===== src/rtl/morse_frame_receiver.sv =====
// Morse frame receiver: samples the serial line on each unit strobe, re-frames it into
// fixed-width letter frames, reverse-maps each frame to a 5-bit letter code and queues
// results in a small valid/ready FIFO.
module morse_frame_receiver #(
  parameter int unsigned FRAME_BITS = 14,
  parameter int unsigned FIFO_DEPTH = 4
) (
  input  logic       clock,
  input  logic       reset,
  input  logic       enable,
  input  logic       in,
  input  logic       out_ready,
  output logic       out_valid,
  output logic [4:0] out_letter,
  output logic       out_error,
  output logic       busy,
  output logic       overflow
);

  localparam int unsigned SlotW = $clog2(FRAME_BITS + 1);
  localparam int unsigned PtrW  = $clog2(FIFO_DEPTH);
  localparam int unsigned CntW  = PtrW + 1;

  localparam logic [SlotW-1:0] LastSlot = SlotW'(FRAME_BITS - 1);
  localparam logic [CntW-1:0]  FullCnt  = CntW'(FIFO_DEPTH);

  typedef enum logic [0:0] {StIdle, StCollect} state_e;

  state_e                 state_q;
  logic [FRAME_BITS-1:0]  frame_q;
  logic [SlotW-1:0]       slot_q;
  logic                   done_q;
  logic                   busy_q;

  logic [4:0]             dec_letter;
  logic                   dec_error;

  logic [5:0]             mem_q [FIFO_DEPTH];
  logic [PtrW-1:0]        wr_ptr_q;
  logic [PtrW-1:0]        rd_ptr_q;
  logic [CntW-1:0]        count_q;
  logic                   overflow_q;

  logic                   push;
  logic                   pop;
  logic                   full;
  logic                   push_ok;

  // Frame collection FSM; idle filler zeros are skipped, a mark starts a new frame.
  always_ff @(posedge clock or posedge reset) begin
    if (reset) begin
      state_q <= StIdle;
      frame_q <= '0;
      slot_q  <= '0;
      done_q  <= 1'b0;
      busy_q  <= 1'b0;
    end else begin
      done_q <= 1'b0;
      if (enable) begin
        unique case (state_q)
          StIdle: begin
            if (in) begin
              frame_q <= FRAME_BITS'(1);
              slot_q  <= SlotW'(1);
              state_q <= StCollect;
              busy_q  <= 1'b1;
            end
          end
          StCollect: begin
            // First sampled bit shifts up to the MSB.
            frame_q <= {frame_q[FRAME_BITS-2:0], in};
            if (slot_q == LastSlot) begin
              slot_q  <= '0;
              state_q <= StIdle;
              busy_q  <= 1'b0;
              done_q  <= 1'b1;
            end else begin
              slot_q <= slot_q + 1'b1;
            end
          end
          default: state_q <= StIdle;
        endcase
      end
    end
  end

  // Exact-match reverse lookup of the completed frame; anything else is an error entry.
  always_comb begin
    dec_letter = 5'd31;
    case (frame_q)
      14'b10111000000000: dec_letter = 5'd0;
      14'b11101010100000: dec_letter = 5'd1;
      14'b11101011101000: dec_letter = 5'd2;
      14'b11101010000000: dec_letter = 5'd3;
      14'b10000000000000: dec_letter = 5'd4;
      14'b10101110100000: dec_letter = 5'd5;
      14'b11101110100000: dec_letter = 5'd6;
      14'b10101010000000: dec_letter = 5'd7;
      14'b10100000000000: dec_letter = 5'd8;
      14'b10111011101110: dec_letter = 5'd9;
      14'b11101011100000: dec_letter = 5'd10;
      14'b10111010100000: dec_letter = 5'd11;
      14'b11101110000000: dec_letter = 5'd12;
      14'b11101000000000: dec_letter = 5'd13;
      14'b11101110111000: dec_letter = 5'd14;
      14'b10111011101000: dec_letter = 5'd15;
      14'b11101110101110: dec_letter = 5'd16;
      14'b10111010000000: dec_letter = 5'd17;
      14'b10101000000000: dec_letter = 5'd18;
      14'b11100000000000: dec_letter = 5'd19;
      14'b10101110000000: dec_letter = 5'd20;
      14'b10101011100000: dec_letter = 5'd21;
      14'b10111011100000: dec_letter = 5'd22;
      14'b11101010111000: dec_letter = 5'd23;
      14'b11101011101110: dec_letter = 5'd24;
      14'b11101110101000: dec_letter = 5'd25;
      default:            dec_letter = 5'd31;
    endcase
    // No real letter uses code 31, so it doubles as the no-match marker.
    dec_error = (dec_letter == 5'd31);
  end

  assign push    = done_q;
  assign pop     = (count_q != '0) & out_ready;
  assign full    = (count_q == FullCnt);
  // A full FIFO still accepts a push when the head leaves in the same cycle.
  assign push_ok = push & (~full | pop);

  // FIFO pointers, occupancy and the sticky overflow flag.
  always_ff @(posedge clock or posedge reset) begin
    if (reset) begin
      wr_ptr_q   <= '0;
      rd_ptr_q   <= '0;
      count_q    <= '0;
      overflow_q <= 1'b0;
    end else begin
      if (push_ok) begin
        wr_ptr_q <= wr_ptr_q + 1'b1;
      end
      if (pop) begin
        rd_ptr_q <= rd_ptr_q + 1'b1;
      end
      unique case ({push_ok, pop})
        2'b10:   count_q <= count_q + 1'b1;
        2'b01:   count_q <= count_q - 1'b1;
        default: count_q <= count_q;
      endcase
      if (push & full & ~pop) begin
        overflow_q <= 1'b1;
      end
    end
  end

  // FIFO storage; contents only matter while occupancy covers them.
  always_ff @(posedge clock) begin
    if (push_ok) begin
      mem_q[wr_ptr_q] <= {dec_error, dec_letter};
    end
  end

  assign out_valid  = (count_q != '0);
  // Gated so the head reads as zero while empty, including straight out of reset.
  assign out_letter = out_valid ? mem_q[rd_ptr_q][4:0] : 5'd0;
  assign out_error  = out_valid ? mem_q[rd_ptr_q][5] : 1'b0;
  assign busy       = busy_q;
  assign overflow   = overflow_q;

endmodule


===== config.mk =====
export PLATFORM = sky130hd
export DESIGN_NAME = morse_frame_receiver
export DESIGN_NICKNAME = d
export VERILOG_FILES = /design/src/rtl/morse_frame_receiver.sv
export SDC_FILE = /design/constraint.sdc
export NUM_CORES = 1
export LEC_CHECK = 0
export CAP_MARGIN = 0
export CORE_MARGIN = 4
export CORE_UTILIZATION = 45
export DETAILED_ROUTE_END_ITERATION = 8
export PLACE_DENSITY = 0.67
export SLEW_MARGIN = 10
export SYNTH_ARGS = -nofsm -noshare
export SYNTH_HDL_FRONTEND = slang
export SYNTH_SLANG_ARGS = --single-unit

===== constraint.sdc =====
create_clock -name clock -period 5.8 [get_ports clock]
set_input_delay 1.74 -clock clock [delete_from_list [all_inputs] [get_ports clock]]
set_output_delay 1.74 -clock clock [all_outputs]
set_load 0.1 [all_outputs]

Yosys cells after proc, flatten, opt, wreduce, memory -nomap -nowiden
Memory sizes are Yosys's and may differ from the RTL's.
Cells that the tools add are included.
- register bits after elaboration: 29
- memory bits (writable): 24
- output and inout bits: 9
- word-level logic and storage cells: 80
- memories kept: 1
- add/subtract/negate cells: 5
- equality and inequality tests: 33
- multiplexer cells: 20
- bitwise logic cells: 8
- reduce and logical (&&, ||, !) cells: 4
- memories (memory ; depth ; bits a word ; rd ports ; clocked after memory_dff ; wr ports ; line ; RTL):
    mem_q ; 4 ; 6 ; 1 ; 0 ; 1 ; 38 ; logic [5:0] mem_q [FIFO_DEPTH];
- operators with widths (kind ; count):
    $eq A14 B14 Y1 const B ; 26
    $pmux W5 S26 ; 1
    $pmux W14 S2 ; 1
    $mux W14 ; 1
    $mux W1 ; 10
    $mux W4 ; 2
    $pmux W4 S2 ; 1
    $pmux W3 S2 ; 1
    $eq A5 B5 Y1 const B ; 1
    $mux W5 ; 1
    $add A2 B1 Y2 const B ; 2
    $add A4 B1 Y4 const B ; 1
    $and A1 B1 Y1 ; 4
    $eq A4 B4 Y1 const B ; 1
    $pmux W1 S2 ; 2
    $add A3 B1 Y3 const B ; 1
    $eq A3 B3 Y1 const B ; 1
    $not A1 Y1 ; 3
    $reduce_and A3 Y1 ; 1
    $reduce_bool A3 Y1 ; 1
    $sub A3 B1 Y3 const B ; 1
    $eq A2 B1 Y1 const B ; 1
    $eq A2 B2 Y1 const B ; 1
    $ne A2 B1 Y1 const B ; 1
    other kinds (4) ; 4

Longest topological paths before layout
- word-level depth: 6
- depth in mapped cells: 10
- depth with buffers taken out: 9

Worst setup path after synthesis
Ideal clock, no wire load.
- path kind: reg2out
- start point: reg count_q[0]
- end point: out out_error
- data arrival time: 2294 ps
- required time: 4060 ps
- setup slack: 1766 ps
- stages on the path, launching flop included: 4
- path buffers: 1
- cells stage by stage: dfrtp_1 -> or3_1 -> clkbuf_1 -> and2_1
- word-level cells in the longest chain between the ends: 2
- RTL lines (element ; line ; RTL):
    start: declaration ; 41 ; logic [CntW-1:0] count_q;
    start signal: assignment ; 144 ; 2'b10: count_q <= count_q + 1'b1;
    start signal: assignment ; 145 ; 2'b01: count_q <= count_q - 1'b1;
    start signal: assignment ; 146 ; default: count_q <= count_q;
    $reduce_bool A3 Y1 ; 161 ; assign out_valid = (count_q != '0);
    via out_valid ; 13 ; output logic out_valid,
    $mux W1 ; 164 ; assign out_error = out_valid ? mem_q[rd_ptr_q][5] : 1'b0;
    end: declaration ; 15 ; output logic out_error,
The timed path passes the listed nets, and every way through them passes these cells.

Worst setup path in the final report
- start point: reg rd_ptr_q[0]
- end point: out out_letter[3]
- word-level cells in the longest chain between the ends: 2
- RTL lines (element ; line ; RTL):
    start: declaration ; 40 ; logic [PtrW-1:0] rd_ptr_q;
    start signal: assignment ; 141 ; rd_ptr_q <= rd_ptr_q + 1'b1;
    $mem_v2 Z4 W6 ; -- ;
    $mux W5 ; 163 ; assign out_letter = out_valid ? mem_q[rd_ptr_q][4:0] : 5'd0;
    end: declaration ; 14 ; output logic [4:0] out_letter,
No other way between the ends.

==> impl_metrics.csv <==
group,metric,value,unit
floorplanning,row_count,29,
placement,io_buffers,13,
yosys,synth-seq-cells,53,
clocking,ctsResizeCount,0,
routing,drtAntennaViolNets,0,
sta,finalHoldViolations,0,
yosys,synth.distinct_cells,58,
worst_setup_path,path_max_fanout,8,
worst_setup_path,end_kind,"output port",
routing,drt_iter0_markers,119,
clocking,clk_pin_slew,0.10,ns
floorplanning,initial_core_util,46.39,%
worst_setup_path,path_cells,"mux4_2 -> and2_1 -> clkdlybuf4s50_1",
yosys,synth.yosys.seq_area_share,48.82,%
global_route,grt_max_degree,30,
min_path,whs_endpoint,"overflow",
clocking,post_cts_buffers,0,
worst_setup_path,reg2reg_depth,5,
worst_setup_path,cp.arrival,2.60,ns
clocking,cts_buffers,5,
worst_setup_path,r2r_slack,3.44,ns
yosys,synth_top_cell_area_share,24.49,%
cells_and_area,drive_gt1_share,10.85,%
clocking,clk_latency,0.31,ns
min_path,hp-start,"overflow",
worst_setup_path,cp-start-kind,"register",
global_route,antenna_found_initial,0,
sta,worst_slew_pin_slew,1.144,ns
sta,drv_slew,0,
clocking,root_buffer,"clkbuf_8",
yosys,syn_inst,256,
clocking,ctsHoldBuffers,0,
cells_and_area,fillers,571,
sta,fmax,230.6,MHz
yosys,synth_nets,269,
yosys,avgSynthCellArea,11.57,sq um
power,ir_drop,0.0003173,V
placement,preCtsSetupSlack,1.774,ns
floorplanning,die_x,89.14,um
worst_setup_path,worstPathRequired,4.06,ns
global_route,grt_pass1_wl,8742,um
yosys,synth_largest_area_cell,"dfrtp_1",
clocking,clockBufferDepth,2,
clocking,numClockSinks,53,
job,cap_violations,0,
cells_and_area,fin_nets,270,
sta,fin_ws,1.464,ns
routing,drc,0,
clocking,cts_tree,"built",
placement,gp_congestion,0.9132,
worst_setup_path,worstReg2RegEnd,"mem_q[0][0]",
placement,dp_hpwl,3812,um
floorplanning,core,6386,sq um
yosys,async_reset_ff_share,54.72,%
yosys,synthTopCellsByArea,"dfrtp_1 (24%), edfxtp_1 (24%), mux4_2 (4.6%)",
floorplanning,die_area,7946,sq um
sta,setup_viol,0,
routing,routed_via_density,5.928,
clocking,cts_max_level,2,
min_path,hp-class,"reg -> reg",
worst_setup_path,crit_path_max_incr_delay,0.96,ns
sta,fin_crit_sh,74.76,%
yosys,syn_area,2963,sq um
sta,finalSetupTns,0,ns
min_path,min_path_cells,1,
routing,drt_wl_total,5238,um
sta,slew_headroom,23.23,%
sta,timing.hold.ws,0.4673,ns
routing,drtPass1Iterations,4,
yosys,synth_edf_count,24,
floorplanning,chipHeight,89.14,um
global_route,grt_pass1_vias,1741,
cells_and_area,n_antenna_cell,0,
power,cellLeakagePower,0.001093,uW
worst_setup_path,reg2reg_from,"frame_q[5]",
routing,vias,1986,
routing,routedWlPerCell,15.64,um
yosys,ys_warn_count,0,
yosys,synth_commonest_cells,"dfrtp_1 (29), edfxtp_1 (24), nand2_1 (17)",
global_route,grt_use_total,13.94,%
cells_and_area,area.growth.synth_to_final,5.870,%
yosys,synthFlopType,"dfrtp_1",
yosys,synth_most_common_cell,"dfrtp_1",
floorplanning,ios,14,
worst_setup_path,crit_type,"reg -> out",
sta,clock-skew-final,0.01147,ns
global_route,overflow,0,
power,powerDensity,480.6,nW/um^2
sta,rsz0062_at_grt,"false",
run_status,status,"complete, no violations",
sta,min_period,4.336,ns
worst_setup_path,crit_path_top_delay_cell,"clkdlybuf4s50_1",
[sequential cells by signal, summed over array words and instances (netlist names)]
name / flops
count_q: 3
overflow: 1
wr_ptr_q: 2
frame_q: 14
state_q: 1
busy: 1
slot_q: 4
rd_ptr_q: 2
mem_q: 24
done_q: 1
[logic make-up after synthesis]
group	Yosys count	synth area share, %
buf+inv	29	5.954
flops	53	48.82
simple gates	100	21.92
fa+ha+maj	8	3.632
mux	6	4.561
xor+xnor	7	2.069
compound gates	53	13.05
[layout make-up]
class / instances / area [sq um] / share of cell area [%]
well taps: 77 / 96.34 / 3.071
clock inverters: 2 / 13.76 / 0.4388
repair buffers: 13 / 130.1 / 4.148
flip-flops and latches: 53 / 1446 / 46.11
multi-input cells: 174 / 1340 / 42.72
clock buffers: 6 / 72.57 / 2.314
inverters: 10 / 37.54 / 1.197
[report_power, final]
group	total, uW	switching (uW)	internal, uW
clock	210	123	86.4
combinational	644	402	242
sequential	654	170	483
total	1510	695	812
[metrics by stage]
step           instance area [sq um]  power, uW  cells  utilization [%]
2_1_floorplan                   2963       1235    256                -
4_1_cts                         3137       1518    335            49.12
6_report                        3137       1507    335            49.12
5_1_grt                         3137       1611    335            49.12
3_3_place_gp                    3050       1299    327            47.77
3_5_place_dp                    3050       1307    327            47.77
[worst max-delay path, delay by kind of cell (launching register included)]
kind          cells  cell delay (ns)
buf+inv           1             0.96
flops             1             0.62
mux               1             0.55
simple gates      1             0.16
[worst max-delay path by stage]
stage	slack [ns]	to	cells after the start	start
finish	1.46	out_letter[3]	3	rd_ptr_q[0]
global route	1.35	out_letter[3]	3	rd_ptr_q[0]
CTS	1.42	out_letter[3]	3	rd_ptr_q[0]
detailed placement	1.77	count_q[2]	10	out_ready
global placement	1.82	out_letter[4]	3	rd_ptr_q[0]
floorplan	1.77	out_error	3	count_q[0]
[cells in the final DEF, fill, tap and decap left out, types with 3 or more instances in the layout]
cell type / instances
or3_1: 7
nand3_1: 3
nor4_1: 9
a22o_1: 12
clkbuf_8: 5
inv_1: 9
and2_1: 11
nor4b_1: 3
a21o_1: 3
mux4_2: 6
nor3_1: 4
a21oi_1: 6
clkdlybuf4s50_1: 13
edfxtp_1: 24
xnor2_1: 4
xor2_1: 3
or4_1: 3
nor2_1: 10
dfrtp_1: 29
o21ai_1: 3
nand4b_1: 4
ha_1: 7
nand4bb_1: 4
nand2_1: 17
nand4_1: 4
o21ai_0: 13
[layer usage]
| layer | vias up | wire [um] | track usage, % | part of all wire [%] |
|---|---|---|---|---|
| met5 | - | 0 | 0 | 0 |
| met2 | 41 | 2430 | 21.43 | 46 |
| li1 | 980 | - | - | - |
| met1 | 961 | 2547 | 20.59 | 49 |
| met3 | 4 | 224 | 2.765 | 4.3 |
| met4 | 0 | 36 | 2.842 | 0.69 |
(Power assumes the default switching activity.)
